===== src/rtl/dram_load_sequencer.sv =====
// Diagnostic loader for the IR board's 512-entry dispatch RAM: IR load, DRADR latch, then 06X strobes.
// Optional DRAM_VERIFY_EN adds RDAB/RDJ read-back with a sticky err flag.
module dram_load_sequencer #(
    parameter int unsigned STROBE_W = 2
) (
    input  logic        clk,
    input  logic        resetN,
    input  logic        reqValid,
    output logic        reqReady,
    input  logic [8:0]  reqAddr,
    input  logic [2:0]  reqA,
    input  logic [2:0]  reqB,
    input  logic [10:0] reqJ,
    input  logic        reqJcom,
    input  logic        abort,
    output logic [12:0] irData,
    output logic        loadIR,
    output logic        loadDRAM,
    output logic [2:0]  diagFunc,
    output logic        diagLoadFunc06X,
    output logic        diagReadFunc13X,
    output logic [5:0]  ebusOut,
    output logic        ebusOE,
    input  logic [5:0]  ebusIn,
    output logic        busy,
    output logic        done,
    output logic        err
);
    typedef enum logic [3:0] {
        S_IDLE, S_LDIR, S_LDDR, S_SET, S_STB, S_HOLD, S_RDAB, S_RDJ, S_DONE
    } state_e;
    typedef enum logic [1:0] {ST_XY, ST_JCOM, ST_JHALF} step_e;

    localparam logic [3:0] STB_LAST = 4'(STROBE_W - 1);
    localparam logic [3:0] STB_MAX  = 4'(STROBE_W);

    state_e      state_q, state_d;
    step_e       step_q, step_d;
    logic [3:0]  cnt_q, cnt_d;
    logic [8:0]  addr_q;
    logic [5:0]  ab_q;
    logic [3:0]  jcom_q, jhalf_q;
    logic        jcomEn_q;
    logic        accept;
    logic [2:0]  stepFunc;
    logic [5:0]  stepData;

    assign accept = reqValid && (state_q == S_IDLE);

    // Bit numbering is MSB-first (IR[0:8], J[0:10], EBUS[0:5]): IR[8] is the
    // LSB, J[1:4] is reqJ[9:6] and J[7:10] is reqJ[3:0].
    always_ff @(posedge clk or negedge resetN) begin
        if (!resetN) begin
            state_q  <= S_IDLE;
            step_q   <= ST_XY;
            cnt_q    <= '0;
            addr_q   <= '0;
            ab_q     <= '0;
            jcom_q   <= '0;
            jhalf_q  <= '0;
            jcomEn_q <= 1'b0;
        end else begin
            state_q <= state_d;
            step_q  <= step_d;
            cnt_q   <= cnt_d;
            if (accept) begin
                addr_q   <= reqAddr;
                ab_q     <= {reqA, reqB};
                jcom_q   <= reqJ[9:6];
                jhalf_q  <= reqJ[3:0];
                jcomEn_q <= reqJcom;
            end
        end
    end

    always_comb begin
        state_d = state_q;
        step_d  = step_q;
        cnt_d   = cnt_q;
        case (state_q)
            S_IDLE: if (accept) state_d = S_LDIR;
            S_LDIR: state_d = S_LDDR;
            S_LDDR: begin
                state_d = S_SET;
                step_d  = ST_XY;
            end
            S_SET: begin
                state_d = S_STB;
                cnt_d   = '0;
            end
            S_STB: begin
                cnt_d = (cnt_q == STB_MAX) ? cnt_q : cnt_q + 4'd1;
                if (cnt_q >= STB_LAST) state_d = S_HOLD;
            end
            S_HOLD: begin
                case (step_q)
                    ST_XY: begin
                        state_d = S_SET;
                        step_d  = jcomEn_q ? ST_JCOM : ST_JHALF;
                    end
                    ST_JCOM: begin
                        state_d = S_SET;
                        step_d  = ST_JHALF;
                    end
                    default: begin
`ifdef DRAM_VERIFY_EN
                        state_d = S_RDAB;
                        cnt_d   = '0;
`else
                        state_d = S_DONE;
`endif
                    end
                endcase
            end
            S_RDAB: begin
                cnt_d = cnt_q + 4'd1;
                if (cnt_q == 4'd1) begin
                    state_d = S_RDJ;
                    cnt_d   = '0;
                end
            end
            S_RDJ: begin
                cnt_d = cnt_q + 4'd1;
                if (cnt_q == 4'd1) state_d = S_DONE;
            end
            S_DONE:  state_d = S_IDLE;
            default: state_d = S_IDLE;
        endcase
        if (abort && state_q != S_IDLE) state_d = S_IDLE;
    end

    always_comb begin
        stepFunc = 3'b000;
        stepData = '0;
        case (step_q)
            ST_XY: begin
                stepFunc = addr_q[0] ? 3'b001 : 3'b000;
                stepData = ab_q;
            end
            ST_JCOM: begin
                stepFunc = 3'b010;
                stepData = {2'b00, jcom_q};
            end
            default: begin
                stepFunc = addr_q[0] ? 3'b100 : 3'b011;
                stepData = {2'b00, jhalf_q};
            end
        endcase
    end

    always_comb begin
        reqReady        = (state_q == S_IDLE);
        busy            = (state_q != S_IDLE);
        loadIR          = (state_q == S_LDIR);
        loadDRAM        = (state_q == S_LDDR);
        done            = (state_q == S_DONE);
        diagLoadFunc06X = (state_q == S_STB);
        diagReadFunc13X = 1'b0;
        ebusOE          = 1'b0;
        ebusOut         = '0;
        diagFunc        = 3'b000;
        case (state_q)
            S_SET, S_STB, S_HOLD: begin
                ebusOE   = 1'b1;
                ebusOut  = stepData;
                diagFunc = stepFunc;
            end
`ifdef DRAM_VERIFY_EN
            S_RDAB: begin
                diagReadFunc13X = 1'b1;
                diagFunc        = 3'b011;
            end
            S_RDJ: begin
                diagReadFunc13X = 1'b1;
                diagFunc        = 3'b101;
            end
`endif
            default: ;
        endcase
    end

    assign irData = {addr_q, 4'b0000};

`ifdef DRAM_VERIFY_EN
    logic err_q;
    always_ff @(posedge clk or negedge resetN) begin
        if (!resetN) begin
            err_q <= 1'b0;
        end else if (accept) begin
            err_q <= 1'b0;
        end else if (!abort && cnt_q == 4'd1) begin
            if (state_q == S_RDAB && ebusIn != ab_q)       err_q <= 1'b1;
            if (state_q == S_RDJ  && ebusIn[3:0] != jhalf_q) err_q <= 1'b1;
        end
    end
    assign err = err_q;
`else
    assign err = 1'b0;
`endif

    // J[0] and J[5:6] are never written; ebusIn only matters with read-back.
    logic unused_inputs;
    assign unused_inputs = ^{ebusIn, reqJ[10], reqJ[5:4]};

endmodule


===== config.mk =====
export PLATFORM = sky130hd
export DESIGN_NAME = dram_load_sequencer
export DESIGN_NICKNAME = d
export VERILOG_FILES = /design/src/rtl/dram_load_sequencer.sv
export SDC_FILE = /design/constraint.sdc
export NUM_CORES = 1
export LEC_CHECK = 0
export BUFFER_PORTS_ARGS = -buffer_cell sky130_fd_sc_hd__buf_2
export CORE_MARGIN = 4
export CORE_UTILIZATION = 43
export CTS_BUF_LIST = sky130_fd_sc_hd__clkbuf_8
export CTS_CLUSTER_SIZE = 14
export DETAILED_ROUTE_END_ITERATION = 10
export GPL_ROUTABILITY_DRIVEN = 0
export PLACE_DENSITY = 0.73
export SLEW_MARGIN = 10
export SYNTH_ARGS = -nofsm -noshare
export SYNTH_HDL_FRONTEND = slang
export SYNTH_SLANG_ARGS = --single-unit

===== constraint.sdc =====
create_clock -name clk -period 1.7 [get_ports clk]
set_input_delay 0.255 -clock clk [delete_from_list [all_inputs] [get_ports clk]]
set_output_delay 0.255 -clock clk [all_outputs]
set_load 0.05 [all_outputs]

==> summary.md, run 1 <==
| Metric | Value |
|---|---|
| Status | `finished with violations` |
| Failing checks | `setup timing` |
| Antenna diode instance count | `0` |
| CTS tree | `built` |
| Min Clock Period, post-route | `1930 ps` |
| Vias in the first global route | `1690` |
| Gr usage total | `0.185` |
| Endpoints failing hold | `0` |
| CP Cell Sequence | `buf_6 -> nand3b_1 -> nand2_4 -> nand2_8 -> clkinvlp_4 -> and3_4 -> buf_8` |
| Starting density of the core | `0.449` |
| Largest net degree at the start of global routing | `35` |
| Fin Clk Skew | `8.06 ps` |
| Drt via density | `5.31` |
| Grt ovf | `0` |
| Setup Crit Path Kind | `flop to output pin` |
| Max-cap violations | `0` |
| Mapped Cells | `178` |
| Yosys Warn Count | `0` |
| Clock Path Buffers | `2` |
| Die width | `75.7 um` |
| 1st-iter DRT viols | `118` |
| CP Max Fanout | `4` |
| HP Class | `primary input to flop` |
| Antenna violations before repair | `0` |
| Number of detailed-route iterations in the first pass | `4` |
| Leading area contributor after synthesis | `dfrtp_1` |
| Root buffer cell | `clkbuf_8` |
| Fin Setup TNS | `-3480 ps` |
| Slowest cell on the critical path | `dfrtp_1` |
| DR WL/cell | `16.6 um` |
| Clock sinks | `34` |
| Dpl hpwl | `3170 um` |
| Die H | `75.7 um` |
| P per Cell Area | `1930 mW/mm^2` |
| Synth top cells by count | `dfrtp_1, mux2_4, nor2_1` |
| Synth area leaders | `dfrtp_1, mux2_4, nor2_1, mux2_2, ha_1` |
| Final setup fails | `42` |
| Max-slew violations | `0` |
| Max Clock Freq | `517 MHz` |
| Delay-heaviest family, CP | `simple AND/OR/NAND/NOR gates` |
| Post-synthesis instance area | `0.00197 mm^2` |
| Post-synth EDFFs | `0` |
| Finished Layout Cells | `318` |
| Clock Latency Late Sink | `280 ps` |
| Worst setup SP type | `flop` |
| Syn avg cell area | `11.1 um^2` |
| Total power | `6.06 mW` |
| FF+latch count, synth | `34` |
| Nets | `306` |
| Prevailing post-synth register cell | `dfrtp_1` |
| Fraction of registers with async set/reset | `1.00` |
| WL final | `5270 um` |
| CP bufs+invs | `3` |
| First-pass GRT wire length | `8060 um` |
| Worst-path clk slew | `70 ps` |
| Most numerous cell in the Yosys netlist | `dfrtp_1` |
| Final period util | `1.14` |
| Io pins | `68` |
| Crit path capture type | `output pin` |
| Peak VDD IR | `0.889 mV` |
| Post-synth top area share | `0.432` |
| Antenna Violating Nets Remaining | `0` |
| Leak | `1.42 nW` |
| Final setup margin | `-235 ps` |
| DRC Markers | `0` |
| Inserted Clock Buffers | `5` |
| Post-synth cell types | `45` |
| # port buffers | `52` |
| Die area | `0.00573 mm^2` |
| Htree depth | `2` |
| Row cnt | `24` |
| Layout area overhead | `59.1%` |
| Utilization after layout | `0.715` |
| Core Region | `0.00438 mm^2` |
| Share of post-route cells with drive strength above 1 | `0.613` |
| Via count | `1687` |
| Worst path max stage delay | `420 ps` |
| Post-Place Cells | `292` |
| Worst Path Arrival | `1680 ps` |
| RSZ-0062 raised after global routing | `true` |
| Crit path required time | `1440 ps` |
| Sequential element share of the synthesized area | `0.432` |
## power by group
group / switching [mW] / internal, mW
clock: 0.285 / 0.409
sequential: 0.231 / 1.16
combinational: 2.20 / 1.78
## through the flow
stage / area [um^2] / worst slack (ps) / hold WS [ps]
floorplan: 2120 / -210 / -40.6
global placement: 2460 / 0.805 / 301
detailed placement: 2460 / -41.5 / 307
CTS: 2900 / -186 / 193
global route: 3140 / -287 / 192
finish: 3140 / -235 / 199
## kinds of logic after synthesis
| kind of cell | Yosys count | share of synthesized area |
|---|---|---|
| and+or+nand+nor | 47 | 0.123 |
| AOI/OAI and AO/OA | 37 | 0.137 |
| DFF | 34 | 0.432 |
| muxes | 30 | 0.206 |
| buffers and inverters | 25 | 0.0749 |
| adders and majority gates | 4 | 0.0254 |
| other | 1 | 0.00190 |
## final cells by class
class	instances	area (um^2)
Multi-Input combinational cell	127	1320
Tap cell	52	65.1
Clock buffer	8	110
Timing Repair Buffer	89	744
Sequential cell	34	851
Inverter	8	50.0
Fill cell	293	1250
## layout by cell type (no fill, tap or decap), drive strengths merged, types with 2 or more instances in the layout
cell / count
buf: 88
dfrtp: 34
mux2: 25
nor2: 17
nand2: 9
clkbuf: 8
a21oi: 7
o21ai: 7
conb: 6
inv: 5
mux2i: 5
nor3: 5
nand2b: 4
ha: 4
a211oi: 4
and3: 3
o221ai: 3
nor2b: 3
clkinvlp: 2
a22o: 2
nand3: 2
o2111ai: 2
or3: 2
## state kept, by name, indices dropped and copies added (netlist names)
signal,cells
state_q,4
jhalf_q,4
step_q,2
addr_q,9
jcom_q,4
jcomEn_q,1
ab_q,6
cnt_q,4
## metal layers
metal | global-route usage | wire (um)
met1 | 0.236 | 2230
met2 | 0.316 | 2700
met3 | 0.0356 | 245
met4 | 0.0583 | 95
met5 | 0 | 0
## worst register-to-register path: cells and delay by family, from the launching register on
family,cells,cell delay (ps)
buffers and inverters,3,400
AND/OR/NAND/NOR,2,520
AO/OA/AOI/OAI,2,380
flip-flops,1,420
## repair_timing
action	CTS	global route
gates resized for setup	58	35
hold endpoints to repair	13	0
cloned	2	1
setup endpoints to repair	41	48
hold buffers	1	0
pin swaps	12	13
setup buffers	10	6
## worst paths after layout
kind                            cells after the start  slack, ps           to        from
worst max-delay path                                7       -230  diagFunc[2]  state_q[1]
max in group asynchronous                           3        850      ab_q[1]      resetN
min in group asynchronous                           3        540    addr_q[7]      resetN
worst min register to register                      1        510    addr_q[3]   addr_q[3]
worst max register to register                      7       -100     cnt_q[3]  state_q[1]
worst min-delay path                                2        200    addr_q[5]  reqAddr[5]
Note: power is estimated with default switching activity, not from simulation.
==> run 2: changes to the inputs <==
--- a/config.mk
+++ b/config.mk
@@ -6,7 +6,7 @@
 export NUM_CORES = 1
 export LEC_CHECK = 0
 export BUFFER_PORTS_ARGS = -buffer_cell sky130_fd_sc_hd__buf_2
-export CORE_MARGIN = 4
+export CORE_MARGIN = 2
 export CORE_UTILIZATION = 43
 export CTS_BUF_LIST = sky130_fd_sc_hd__clkbuf_8
 export CTS_CLUSTER_SIZE = 14
==> run 2 against run 1 <==
  * The run still ends with setup timing left
  * Die area decreased by 10%
  * Critical path depth unchanged
  * Final cell count decreased by 3.5%
  * Critical path type unchanged
  * Critical endpoint unchanged
==> summary.md, run 2 (same netlist as run 1, synthesis figures left out) <==
| Metric | Value |
|---|---|
| Most common cell after layout, fill and taps aside | `buf_2` |
| Final setup fails | `39` |
| Max-cap violations | `0` |
| Starting density of the core | `0.449` |
| Clock sinks | `34` |
| Nets | `296` |
| DR WL/cell | `15.4 um` |
| Grt ovf | `0` |
| Setup Crit Path Kind | `flop to output pin` |
| 1st-iter DRT viols | `85` |
| Fin Clk Skew | `7.38 ps` |
| CP Cell Sequence | `buf_6 -> nand3b_1 -> nand2_2 -> nand2_4 -> clkinvlp_4 -> and3_4 -> buf_8` |
| Share of post-route cells with drive strength above 1 | `0.561` |
| Clock Path Buffers | `2` |
| Final setup margin | `-185 ps` |
| Die width | `71.7 um` |
| HP Class | `primary input to flop` |
| Leak | `1.34 nW` |
| Layout area overhead | `47.4%` |
| Status | `finished with violations` |
| Max Clock Freq | `531 MHz` |
| Slowest cell on the critical path | `dfrtp_1` |
| # port buffers | `52` |
| DRC Markers | `0` |
| Inserted Clock Buffers | `5` |
| Worst Path Arrival | `1630 ps` |
| RSZ-0062 raised after global routing | `true` |
| Drt via density | `5.31` |
| Core Region | `0.00438 mm^2` |
| First-pass GRT wire length | `7880 um` |
| Total power | `5.64 mW` |
| Utilization after layout | `0.662` |
| Final period util | `1.11` |
| Top routing layer used | `met4` |
| Finished Cell Area | `0.00290 mm^2` |
| Row cnt | `24` |
| Number of detailed-route iterations in the first pass | `4` |
| Antenna violations before repair | `0` |
| Endpoints failing hold | `0` |
| Dpl hpwl | `3020 um` |
| Finished Layout Cells | `307` |
| Min Clock Period, post-route | `1880 ps` |
| P per Cell Area | `1940 mW/mm^2` |
| Layout fillers | `336` |
| Peak VDD IR | `0.894 mV` |
| CP Max Fanout | `4` |
| Post-Place Cells | `291` |
| Max reg flops | `9` |
| Die H | `71.7 um` |
| Clock Latency Late Sink | `290 ps` |
| Die area | `0.00514 mm^2` |
| Crit path capture type | `output pin` |
| Root buffer cell | `clkbuf_8` |
| Met2 WL | `2450 um` |
| Largest registers | `addr_q (9), ab_q (6)` |
| Largest Register | `addr_q` |
| Met3 wire length | `188 um` |
| WL final | `4730 um` |
| Crit path required time | `1440 ps` |
| Failing checks | `setup timing` |
| Largest net degree at the start of global routing | `35` |
| Worst-path clk slew | `70 ps` |
| Max-slew violations | `0` |
| Worst path max stage delay | `410 ps` |
| Gr usage total | `0.198` |
| Post-DP Area | `0.00246 mm^2` |
| Io pins | `68` |
| CTS tree | `built` |
| Most frequent cells in the layout | `buf_2, dfrtp_1, mux2_4` |
| Via count | `1631` |
| Final hold slack | `187 ps` |
| Vias in the first global route | `1613` |
| Met1 WL | `2040 um` |
| Htree depth | `2` |
| Antenna Violating Nets Remaining | `0` |
| Worst setup SP type | `flop` |
| Antenna diode instance count | `0` |
## run 2: cell types whose count changed in the layout (fill, tap and decap cells not counted), moves of 2 or more
| cell | previous run | this run |
|---|---|---|
| buf_4 | 23 | 18 |
| buf_6 | 17 | 13 |
| clkbuf_8 | 8 | 5 |
| buf_12 | 4 | 2 |
| nor2b_1 | 1 | 3 |
| o21ai_0 | 4 | 6 |
## run 2: layout make-up
type / count / area, um^2 / area share
clock buffers: 5 / 68.8 / 0.0237
well taps: 52 / 65.1 / 0.0224
inverters: 8 / 50.0 / 0.0172
repair buffers: 79 / 637 / 0.219
clock inverters: 2 / 11.3 / 0.00388
multi-input cells: 127 / 1220 / 0.421
flip-flops and latches: 34 / 851 / 0.293
## run 2: per-layer routing
metal	track usage	vias to the layer above
met5	0	-
met3	0.0478	6
met4	0.0566	0
li1	-	787
met1	0.259	800
met2	0.329	38
## run 2: path summary, 6_finish.rpt
kind	to	from	cells after the start	slack [ps]
worst min-delay path	addr_q[5]	reqAddr[5]	2	190
max in group asynchronous	ab_q[1]	resetN	3	850
min in group asynchronous	addr_q[7]	resetN	3	530
worst min register to register	addr_q[2]	addr_q[2]	1	500
worst max register to register	state_q[0]	state_q[3]	4	-90
worst max-delay path	diagFunc[2]	state_q[2]	7	-180
## run 2: power breakdown
group | total, mW | switching, mW | internal [mW]
clock network | 0.575 | 0.300 | 0.275
logic | 3.67 | 2.05 | 1.62
registers | 1.39 | 0.232 | 1.16
## run 2: timing repair
| action | CTS | global route |
|---|---|---|
| setup buffers | 2 | 3 |
| cloned | 2 | 1 |
| hold endpoints to repair | 8 | 0 |
| setup endpoints to repair | 38 | 44 |
| pin swaps | 15 | 8 |
| resized for setup | 53 | 15 |
| hold buffers | 1 | 0 |
## run 2: through the flow
step / TNS, ps / worst slack [ps]
after floorplan: -5130 / -210
after global placement: -9.08 / -9.08
after detailed placement: -260 / -46.4
after CTS: -1640 / -164
after global routing: -5390 / -271
final: -3380 / -185
## run 2: worst max-delay path, delay by kind of cell, from the launching register on
kind                   cells  cell delay (ps)
and+or+nand+nor            4              570
buffers and inverters      3              370
DFF                        1              410
==> run 3: changes to the inputs <==
==> constraint.sdc (replaced) <==
create_clock -name clk -period 1.65 [get_ports clk]
set_input_delay 0.2475 -clock clk [delete_from_list [all_inputs] [get_ports clk]]
set_output_delay 0.2475 -clock clk [all_outputs]
set_load 0.05 [all_outputs]
==> run 3 against run 2 <==
  * The flow still finishes with violations (setup timing)
  * Count of clock-buffer cells in the layout unchanged
  * Hold slack got worse by 8.8 ps
  * Clock skew fell by 3.3 ps
  * Clock power is 63% higher
  * Combinational power grew 8.4%
  * Utilization grew 5.0 points
  * Final cell count rose by 5.9%
  * Critical endpoint unchanged
  * First-iteration DRC count shrank 22%
==> summary.md, run 3 (same netlist as run 1, synthesis figures left out) <==
| Metric | Value |
|---|---|
| Status | `finished with violations` |
| Failing checks | `setup timing` |
| Max Clock Freq | `541 MHz` |
| DRC Markers | `0` |
| CTS tree | `built` |
| Drt via density | `5.30` |
| Final setup margin | `-198 ps` |
| Finished Cell Area | `0.00312 mm^2` |
| Max-slew violations | `0` |
| Endpoints failing hold | `0` |
| Die H | `71.7 um` |
| Total power | `6.38 mW` |
| Row cnt | `24` |
| Inserted Clock Buffers | `5` |
| Sw frac | `0.440` |
| Final setup fails | `43` |
| Number of detailed-route iterations in the first pass | `4` |
| Nets | `313` |
| Root buffer cell | `clkbuf_8` |
| Worst-path clk slew | `80 ps` |
| Core Region | `0.00438 mm^2` |
| Layout fillers | `302` |
| Worst Path Arrival | `1600 ps` |
| CP Max Fanout | `4` |
| Crit path required time | `1400 ps` |
| Layout area overhead | `58.5%` |
| Clock Path Buffers | `2` |
| Antenna Violating Nets Remaining | `0` |
| P per Cell Area | `2040 mW/mm^2` |
| Cells on Worst Hold Path | `2` |
| Most common cell after layout, fill and taps aside | `buf_2` |
| HP Class | `primary input to flop` |
| R2r setup slk | `-140 ps` |
| Finished Layout Cells | `325` |
| Combinational share of power | `0.624` |
| Share of post-route cells with drive strength above 1 | `0.604` |
| Clock sinks | `34` |
| WL final | `5410 um` |
| Clk pwr share | `0.147` |
| Peak VDD IR | `1.18 mV` |
| Antenna violations before repair | `0` |
| Largest registers | `addr_q (9), ab_q (6)` |
| Min Clock Period, post-route | `1850 ps` |
| Fin Clk Skew | `4.08 ps` |
| Dpl hpwl | `3340 um` |
| Psw | `2.81 mW` |
| Crit path capture type | `output pin` |
| Largest Register | `addr_q` |
| Grt ovf | `0` |
| Die width | `71.7 um` |
| Final period util | `1.12` |
| Worst min-delay path endpoint | `jcom_q[0]` |
| Io pins | `68` |
| Final hold slack | `179 ps` |
| RSZ-0062 raised after global routing | `true` |
| Sequential power share | `0.229` |
| R2R depth | `7` |
| Post-DP Area | `0.00257 mm^2` |
| Die area | `0.00514 mm^2` |
| Gr usage total | `0.210` |
| Pint | `3.57 mW` |
| DR WL/cell | `16.6 um` |
| Largest net degree at the start of global routing | `35` |
| Setup Crit Path Kind | `flop to output pin` |
| Clock Latency Late Sink | `290 ps` |
| Worst setup SP type | `flop` |
| Htree depth | `2` |
| 1st-iter DRT viols | `66` |
| Via count | `1723` |
| Fin Setup TNS | `-5350 ps` |
| Post-Place Cells | `301` |
| Max reg flops | `9` |
| Vias in the first global route | `1726` |
| First-pass GRT wire length | `8200 um` |
| # port buffers | `52` |
| Reg2Reg Launch Point | `state_q[2]` |
| Most frequent cells in the layout | `buf_2, buf_4, dfrtp_1` |
| Hold_sp | `reqJ[6]` |
| Leak | `1.45 nW` |
| Antenna diode instance count | `0` |
| Max-cap violations | `0` |
| Starting density of the core | `0.449` |
| R2R Path End | `state_q[0]` |
[run 3: worst max-delay path, cell delays in order (launching register included)]
cell,delay [ps]
dfrtp_1,400
buf_6,130
nand3b_1,170
nand2_2,100
nand2_4,80
clkinvlp_4,90
and3_4,190
buf_8,140
[run 3: power by group through the flow]
| stage | Combinational, mW | Sequential (mW) | Clock [mW] |
|---|---|---|---|
| after floorplan | 2.18 | 1.80 | 0 |
| after global placement | 3.20 | 1.44 | 0 |
| after detailed placement | 3.27 | 1.46 | 0 |
| after CTS | 3.74 | 1.45 | 0.949 |
| after global routing | 4.19 | 1.50 | 0.990 |
| final | 3.98 | 1.46 | 0.939 |
[run 3: what timing repair did]
action | 4_1_cts | 5_1_grt
gates resized for setup | 45 | 21
setup buffers | 2 | 10
setup endpoints to repair | 43 | 47
hold buffers | 1 | 0
endpoints found under the hold margin | 34 | 0
pin swaps | 16 | 8
gates cloned | 3 | 0
[run 3: per-stage QoR]
step | util | setup slack [ps]
after floorplan | - | -260
after global placement | 0.586 | -46.2
after detailed placement | 0.586 | -65.0
after CTS | 0.673 | -207
after global routing | 0.712 | -273
final | 0.712 | -198
[run 3: worst max path at each step]
stage,from,endpoint,slack [ps],depth (start not counted)
2_1_floorplan,state_q[3],ab_q[0],-260,7
3_3_place_gp,state_q[3],ab_q[3],-50,4
3_5_place_dp,state_q[3],addr_q[6],-70,4
4_1_cts,state_q[2],diagFunc[2],-210,7
5_1_grt,state_q[2],diagFunc[2],-270,7
6_report,state_q[2],diagFunc[2],-200,7
[run 3: cell type report]
cell class / instances / area, um^2 / share of cell area
flip-flops and latches: 34 / 851 / 0.272
repair buffers: 96 / 766 / 0.245
well taps: 52 / 65.1 / 0.0208
multi-input cells: 127 / 1260 / 0.403
clock inverters: 3 / 68.8 / 0.0220
inverters: 8 / 46.3 / 0.0148
clock buffers: 5 / 68.8 / 0.0220
[run 3: metal layers]
layer | vias up | global-route usage | routed length [um]
met1 | 839 | 0.243 | 2190
li1 | 820 | - | -
met2 | 55 | 0.373 | 2890
met4 | 0 | 0.0776 | 90
met3 | 9 | 0.0520 | 250
met5 | - | 0 | 0
